## config.mk

```make
export PLATFORM = sky130hd
export DESIGN_NAME = pwm_fade_seq
export DESIGN_NICKNAME = d
export VERILOG_FILES = /design/src/rtl/pwm_fade_pkg.sv /design/src/rtl/fade_step.sv /design/src/rtl/pwm_fade_seq.sv
export SDC_FILE = /design/constraint.sdc
export NUM_CORES = 1
export LEC_CHECK = 0
export BUFFER_PORTS_ARGS = -buffer_cell sky130_fd_sc_hd__buf_2
export CAP_MARGIN = 0
export CORE_MARGIN = 10
export CORE_UTILIZATION = 61
export CTS_CLUSTER_DIAMETER = 50
export DETAILED_ROUTE_END_ITERATION = 6
export GPL_ROUTABILITY_DRIVEN = 0
export PLACE_DENSITY = 0.91
export SYNTH_ARGS = -nofsm -noshare
export SYNTH_HDL_FRONTEND = slang
export SYNTH_SLANG_ARGS = --single-unit
```

## constraint.sdc

```tcl
create_clock -name clk -period 11.3 [get_ports clk]
set_clock_uncertainty 0.1 [all_clocks]
set_input_delay 2.26 -clock clk [delete_from_list [all_inputs] [get_ports clk]]
set_output_delay 2.26 -clock clk [all_outputs]
set_load 0.005 [all_outputs]
```

## src/rtl/pwm_fade_pkg.sv

```systemverilog
// pwm_fade_pkg: shared constants for the pwm fade sequencer.
// State encoding, datapath widths and the tick-period helper.
package pwm_fade_pkg;

  localparam int DUTY_W = 8;
  localparam int HOLD_W = 16;

  typedef enum logic [1:0] {
    ST_IDLE = 2'd0,
    ST_RAMP = 2'd1,
    ST_HOLD = 2'd2
  } state_e;

  function automatic int tick_period(
    input int clk_freq,
    input int step_hz
  );
    return clk_freq / step_hz;
  endfunction

endpackage

```

## src/rtl/fade_step.sv

```systemverilog
// fade_step: next duty for one channel, moving toward target
// by at most step, never past it (9-bit math, no wrap).
module fade_step
  import pwm_fade_pkg::*;
(
  input  logic [DUTY_W-1:0] cur_i,
  input  logic [DUTY_W-1:0] tgt_i,
  input  logic [DUTY_W-1:0] step_i,
  output logic [DUTY_W-1:0] next_o
);

  logic [DUTY_W:0] cur9;
  logic [DUTY_W:0] tgt9;
  logic [DUTY_W:0] stp9;
  logic [DUTY_W:0] diff9;
  logic [DUTY_W:0] amt9;
  logic [DUTY_W:0] sum9;
  logic            up;
  logic            unused_msb;

  // Clamp the step to the remaining distance, then move.
  always_comb begin
    cur9  = {1'b0, cur_i};
    tgt9  = {1'b0, tgt_i};
    stp9  = {1'b0, step_i};
    up    = (tgt9 >= cur9);
    diff9 = up ? (tgt9 - cur9) : (cur9 - tgt9);
    amt9  = (stp9 < diff9) ? stp9 : diff9;
    sum9  = up ? (cur9 + amt9) : (cur9 - amt9);
    {unused_msb, next_o} = sum9;
  end

endmodule

```

## src/rtl/pwm_fade_seq.sv

```systemverilog
// pwm_fade_seq: ramps CHANNELS duty values to a target, holds, reports.
// Optional PWM_FADE_BREATHE_EN adds a breathe input for up/down looping.
module pwm_fade_seq
  import pwm_fade_pkg::*;
#(
  parameter int CLK_FREQ = 12000000,
  parameter int STEP_HZ  = 1000,
  parameter int CHANNELS = 3
) (
  input  logic                       clk,
  input  logic                       rst,
  input  logic                       enable,
`ifdef PWM_FADE_BREATHE_EN
  input  logic                       breathe,
`endif
  input  logic                       cmd_valid,
  output logic                       cmd_ready,
  input  logic [DUTY_W*CHANNELS-1:0] cmd_target,
  input  logic [DUTY_W-1:0]          cmd_step,
  input  logic [HOLD_W-1:0]          cmd_hold,
  output logic [DUTY_W*CHANNELS-1:0] duty,
  output logic                       busy,
  output logic                       done_pulse
);

  localparam int PERIOD = tick_period(CLK_FREQ, STEP_HZ);
  localparam int CNT_W  = (PERIOD > 1) ? $clog2(PERIOD) : 1;
  localparam logic [CNT_W-1:0] CNT_MAX = CNT_W'(PERIOD - 1);
  localparam int DW = DUTY_W * CHANNELS;

  state_e            state_q, state_d;
  logic [CNT_W-1:0]  cnt_q, cnt_d;
  logic [DW-1:0]     duty_q, duty_d;
  logic [DW-1:0]     tgt_q, tgt_d;
  logic [DUTY_W-1:0] step_q, step_d;
  logic [HOLD_W-1:0] hold_q, hold_d;
  logic [HOLD_W-1:0] hcnt_q, hcnt_d;
  logic              done_q, done_d;
  logic              busy_q;
  logic              live_q;
  logic              tick;
  logic              accept;
  logic [DW-1:0]     wt;
  logic [DW-1:0]     nxt;
  logic              at_tgt;

`ifdef PWM_FADE_BREATHE_EN
  logic phase_q, phase_d;
  assign wt = phase_q ? '0 : tgt_q;
`else
  assign wt = tgt_q;
`endif

  assign cmd_ready  = enable && live_q && (state_q == ST_IDLE);
  assign accept     = cmd_valid && cmd_ready;
  assign at_tgt     = (duty_q == wt);
  assign duty       = duty_q;
  assign busy       = busy_q;
  assign done_pulse = done_q;

  for (genvar c = 0; c < CHANNELS; c++) begin : g_ch
    fade_step u_step (
      .cur_i  (duty_q[c*DUTY_W +: DUTY_W]),
      .tgt_i  (wt[c*DUTY_W +: DUTY_W]),
      .step_i (step_q),
      .next_o (nxt[c*DUTY_W +: DUTY_W])
    );
  end

  // Free-running tick divider, frozen while disabled.
  always_comb begin
    tick  = enable && (cnt_q == CNT_MAX);
    cnt_d = cnt_q;
    if (enable) begin
      cnt_d = tick ? '0 : cnt_q + 1'b1;
    end
  end

  // Sequencer next state: accept, ramp on ticks, hold, complete.
  always_comb begin
    state_d = state_q;
    duty_d  = duty_q;
    tgt_d   = tgt_q;
    step_d  = step_q;
    hold_d  = hold_q;
    hcnt_d  = hcnt_q;
    done_d  = 1'b0;
`ifdef PWM_FADE_BREATHE_EN
    phase_d = phase_q;
`endif
    if (enable) begin
      unique case (state_q)
        ST_IDLE: begin
          if (accept) begin
            tgt_d   = cmd_target;
            step_d  = (cmd_step == '0) ? 8'd1 : cmd_step;
            hold_d  = cmd_hold;
            state_d = ST_RAMP;
`ifdef PWM_FADE_BREATHE_EN
            phase_d = 1'b0;
`endif
          end
        end
        ST_RAMP: begin
          if (at_tgt) begin
            if (hold_q == '0) begin
              state_d = ST_IDLE;
              done_d  = 1'b1;
            end else begin
              state_d = ST_HOLD;
              hcnt_d  = hold_q;
            end
          end else if (tick) begin
            duty_d = nxt;
          end
        end
        ST_HOLD: begin
          if (tick) begin
            if (hcnt_q == HOLD_W'(1)) begin
              done_d  = 1'b1;
              state_d = ST_IDLE;
`ifdef PWM_FADE_BREATHE_EN
              if (breathe) begin
                state_d = ST_RAMP;
                phase_d = ~phase_q;
              end
`endif
            end else begin
              hcnt_d = hcnt_q - 1'b1;
            end
          end
        end
        default: state_d = ST_IDLE;
      endcase
    end
  end

  // State and datapath registers with synchronous reset.
  always_ff @(posedge clk) begin
    if (rst) begin
      state_q <= ST_IDLE;
      cnt_q   <= '0;
      duty_q  <= '0;
      tgt_q   <= '0;
      step_q  <= '0;
      hold_q  <= '0;
      hcnt_q  <= '0;
      done_q  <= 1'b0;
      busy_q  <= 1'b0;
      live_q  <= 1'b0;
`ifdef PWM_FADE_BREATHE_EN
      phase_q <= 1'b0;
`endif
    end else begin
      state_q <= state_d;
      cnt_q   <= cnt_d;
      duty_q  <= duty_d;
      tgt_q   <= tgt_d;
      step_q  <= step_d;
      hold_q  <= hold_d;
      hcnt_q  <= hcnt_d;
      done_q  <= done_d;
      busy_q  <= (state_d != ST_IDLE);
      live_q  <= 1'b1;
`ifdef PWM_FADE_BREATHE_EN
      phase_q <= phase_d;
`endif
    end
  end

endmodule
```

# == Yosys cells after proc, flatten, opt, wreduce, memory -nomap -nowiden ==
# Index checks and enable logic that the tools add are counted.
# W data, S select, Z words.
# totals
word_cells,83
ff_bits,107
# op_classes
n_lt_le_gt_ge,6
mux,29
n_eq_ne,9
bitwise,2
add_sub_neg,14
n_reduce_logical,13
# op_table
cell,count
$mux W16,4
$mux W8,7
$sub A8 B8 Y9,6
$pmux W16 S2,1
$lt A8 B9 Y1,3
$mux W9,3
$add A8 B8 Y8,3
$eq A24 B24 Y1,1
$ge A8 B8 Y1,3
$sub A8 B8 Y8,3
$eq A16 B1 Y1 const B,1
$logic_not A16 Y1,1
$sub A16 B1 Y16 const B,1
$add A14 B1 Y14 const B,1
$eq A14 B14 Y1 const B,1
$mux W14,1
$mux W2,6
$logic_not A8 Y1,1
$ne A2 B2 Y1 const B,4
$pmux W2 S3,1
$reduce_and A6 Y1,1
$mux W1,5
$logic_and A1 B1 Y1,4
$reduce_and A4 Y1,1
8 further kinds,10

# == Logic depth before layout (Yosys ltp) ==
# depth
ltp_word,7
depth_mapped,35

# == Hierarchy ==
# From an unflattened synthesis, not the netlist that was laid out.
# hier_totals
cells_unflattened,1251
hier_area_um2,9880.7
# modules_own_cells
module,n_inst,area_per_inst_um2,cells_each
pwm_fade_seq,1,4838.4,586
fade_step at g_ch[0].u_step ...,2,1687.9,222
fade_step at g_ch[1].u_step,1,1666.6,221

# == Worst setup path before layout ==
# Ideal clock, no wire load.
# synth_timing
path_kind,register to register
startpoint,"register duty_q[1], in the netlist duty[1]"
endpoint,"register duty_q[7], in the netlist duty[7]"
path_slack_ns,4.822
path_stages_with_launch,32
synth_period_minus_slack_ns,6.478
t_required_ns,11.079
setup_time_ns,0.121
path_buffers,3
arrival_ns,6.257
cell_sequence,dfxtp_1 inv_1 ha_1 nor2b_1 o21ai_1 a31oi_2 nor2_1 clkbuf_1 mux2i_1 ha_1 o21ai_0 nand2b_1 maj3_2 maj3_1 o31a_1 buf_2 buf_1 a21oi_1 inv_1 ha_1 nand2_1 o21ai_0 ha_1 a21o_1 a21oi_1 o21bai_1 a21oi_1 o21bai_1 a21oi_1 xnor2_1 mux2i_1 mux2_2
# synth_between
elab_chain_len,6
elab_cells_between_ends,12
classes_between,4 x add/sub; 2 x order compare; 1 x eq/ne; 3 x mux; 1 x bitwise; 1 x reduce/logical
# synth_lines
item,line_no,rtl
start: declaration,pwm_fade_seq.sv:33,"logic [DW-1:0] duty_q, duty_d;"
start signal: assignment,pwm_fade_seq.sv:157,duty_q <= duty_d;
$sub A8 B8 Y9 / $ge A8 B8 Y1 (equally long branches),"fade_step.sv:27, fade_step.sv:26",
$mux W9,fade_step.sv:27,diff9 = up ? (tgt9 - cur9) : (cur9 - tgt9);
$lt A8 B9 Y1,fade_step.sv:28,amt9 = (stp9 < diff9) ? stp9 : diff9;
$mux W8,fade_step.sv:28,
$sub A8 B8 Y8 / $add A8 B8 Y8 (equally long branches),fade_step.sv:29,sum9 = up ? (cur9 + amt9) : (cur9 - amt9);
$mux W8,fade_step.sv:29,
# Parallel ways exist; a longest one is shown, timed or not.
# A chain may end at the register's enable or synchronous reset.

# == Worst setup path in the final report ==
# Same ends and word-level chain as after synthesis.

==> impl_metrics.toml <==
[outcome]
status = "complete, but fails checks"
violations = "design-rule violations"

[routing]
finalWirelength_mm = 23.70
wire_per_inst_um = 16.63
dr.pass1.iters = 7
routed-via-count = 8809
drt-initial-drc-count = 872
via_per_inst = 6.182
drc_errors = 1
drtAntennaViolNets = 0

[global_route]
grt_pass1_wl_mm = 39.28
grt_max_degree = 95
grt_pass1_vias = 8409
antenna_found_initial = 2
overflow = 0
grt.total_usage_pct = 23.23

[floorplan]
die_area_um2 = 19930
fp.dieH_um = 141.2
start_util_pct = 61.86
core-area_um2 = 14480
rows = 44
die_w_um = 141.2
pin_count = 79

[min_path]
hold_path_class = "reg -> reg"
min_path_cells = 2

[clock_tree]
htree_levels = 3
cts_hold_buf = 0
clockBufferDepth = 2
cts.clk_slew.worst_paths_ps = 80
clock-sinks = 107
cts-root-buf = "clkbuf_16"
numCtsBuffers = 9
cts_resized = 0
cts_tree = "built"
clkLatencyLatePin_ps = 360
post_cts_buffers = 0

[timing]
max_freq_mhz = 132.8
finalHoldViolCount = 0
fin_tns_setup_ps = 0
fin_crit_sh_pct = 66.66
rsz0062_at_grt = "false"
maxSlewViolCount = 0
fin_crit_ps = 7533
finalSetupViolCount = 0
tightest_slew_ps = 1312
relSlewSlack_pct = 12.21

[cells_and_area]
area_delta_synth_final_pct = 8.116
layout-drive-gt1-share_pct = 9.597
fin_util_pct = 66.89
nets = 1387

[setup_path]
path_class = "reg -> reg"
slowest_delay_ps = 660
critPathTopFamily = "compound AO/OA/AOI/OAI gates"
cp_slowest_cell = "nor2_1"
path_max_fanout = 16
cpMostUsedCell = "a21oi_1"
cp-end-kind = "register"
required_ps = 11450
cp.depth = 31
timing.critical_path.buf_inv = 2
worstSetupStartpointType = "register"
reg2regPathDepth = 31
arrival_ps = 7680

[yosys]
synth_ff_type = "dfxtp_1"
ys_warn_count = 0
synth_cells = 1198
synth_nets = 1349
async_flop_share_pct = 0
synth_edf_count = 0
synth_area_um2 = 8957
ys_seq_area_share_pct = 23.91
ys_ff_latch = 107
synth.avg_cell_area_um2 = 7.477
synthDistinctLibCells = 77

[power_and_ir_drop]
total_power_uw = 1130
vdd_ir_drop_max_v = 0.00007020
leakage_uw = 0.004077
cellPowerDensity_nw_per_um2 = 116.7

[place]
portBuffers = 78
dp_hpwl_mm = 17.11

[job]
max_cap_viol_count = 0
logic make-up (layout without fill, tap and decap cells):
family	count (synthesis)	after routing	synth area share (%)
and+or+nand+nor	416	416	21.06
other	0	1	0
buffers and inverters	143	185	6.062
AOI/OAI and AO/OA	327	327	23.51
adders and majority gates	101	101	14.82
xor gates and xnor gates	75	75	7.333
muxes	29	29	3.297
DFF	107	107	23.91
power by group:
group | switching, µW | internal, µW | total, µW
Sequential | 12.8 | 388 | 401
Clock | 154 | 158 | 312
Combinational | 254 | 163 | 417
Total | 421 | 709 | 1130
per-layer routing:
layer	routed length [µm]	vias up	part of all wire (%)	GRT usage, %
met3	1567	85	6.6	3.661
met2	11330	378	48	39.69
met1	10030	4074	42	28.30
met5	11	-	0.046	0
li1	-	4270	-	-
met4	758	2	3.2	9.511
sequential cells by signal (all words and copies together) (netlist names):
signal      count
hold_q         16
step_q          8
tgt_q          24
hcnt_q         16
done_pulse      1
state_q         2
cnt_q          14
live_q          1
busy            1
duty           24
final cells by class:
cell class	instances	area, µm²
Antenna cell	1	2.502
Clock buffer	10	239.0
Clock inverter	5	45.04
Fill cell	1167	4795
Inverter	89	334.1
Multi-Input combinational cell	948	6276
Sequential cell	107	2142
Tap cell	184	230.2
Timing Repair Buffer	81	415.4
layout by cell type (no fill, tap or decap), types with 8 or more instances in the layout:
cell type	n
xnor2_1	41
nor2_1	100
a31oi_1	9
nor2b_1	8
mux2i_1	25
o22ai_1	8
nor4_1	8
buf_2	77
nand2_1	184
fa_1	9
dfxtp_1	107
clkbuf_16	9
a21oi_1	139
o21ai_0	43
nor3_1	9
o21a_1	11
nand3_1	30
a211oi_1	21
nand2b_1	10
nand4_1	10
inv_1	88
a21o_1	27
xor2_1	34
and3_1	13
and2_1	10
ha_1	90
final timing paths:
check	slack [ps]	endpoint	start
max reg2reg	3770	duty[7]$_SDFFE_PP0P_	duty[1]$_SDFFE_PP0P_
min reg2reg	380	tgt_q[0]$_SDFFE_PP0P_	tgt_q[0]$_SDFFE_PP0P_
min	380	tgt_q[0]$_SDFFE_PP0P_	tgt_q[0]$_SDFFE_PP0P_
max	3770	duty[7]$_SDFFE_PP0P_	duty[1]$_SDFFE_PP0P_
cell usage after synthesis (10+ instances only):
cell type / count / area share, %
nand2_1: 185 / 7.8
inv_1: 88 / 3.7
dfxtp_1: 107 / 24
nand3_1: 30 / 1.7
clkbuf_1: 46 / 1.9
a21oi_1: 139 / 7.8
o21ai_0: 43 / 2.4
xor2_1: 34 / 3.3
a21o_1: 27 / 2.3
xnor2_1: 41 / 4.0
nand2b_1: 10 / 0.70
o21a_1: 11 / 0.92
and3_1: 13 / 0.91
nand4_1: 10 / 0.70
ha_1: 90 / 13
nor2_1: 100 / 4.2
a211oi_1: 21 / 1.8
mux2i_1: 25 / 2.8
and2_1: 11 / 0.77
metrics by stage:
step	instance area [µm²]	setup slack, ps	hold WS [ps]	std cells
2_1_floorplan	8957	4822	345.8	1198
3_3_place_gp	9398	4292	360.4	1409
3_5_place_dp	9398	3997	369.0	1409
4_1_cts	9682	3897	379.1	1424
5_1_grt	9684	3175	401.8	1425
6_report	9684	3767	376.3	1425
worst register-to-register path: cells and delay by family (launching register included):
kind                       cells  cell delay (ps)
and+or+nand+nor                4              950
DFF                            1              520
buffers and inverters          2              220
AOI/OAI and AO/OA             17             3420
adders and majority gates      4             1350
xor gates and xnor gates       2              280
muxes                          2              570
Power figures use the tool's default switching activity.
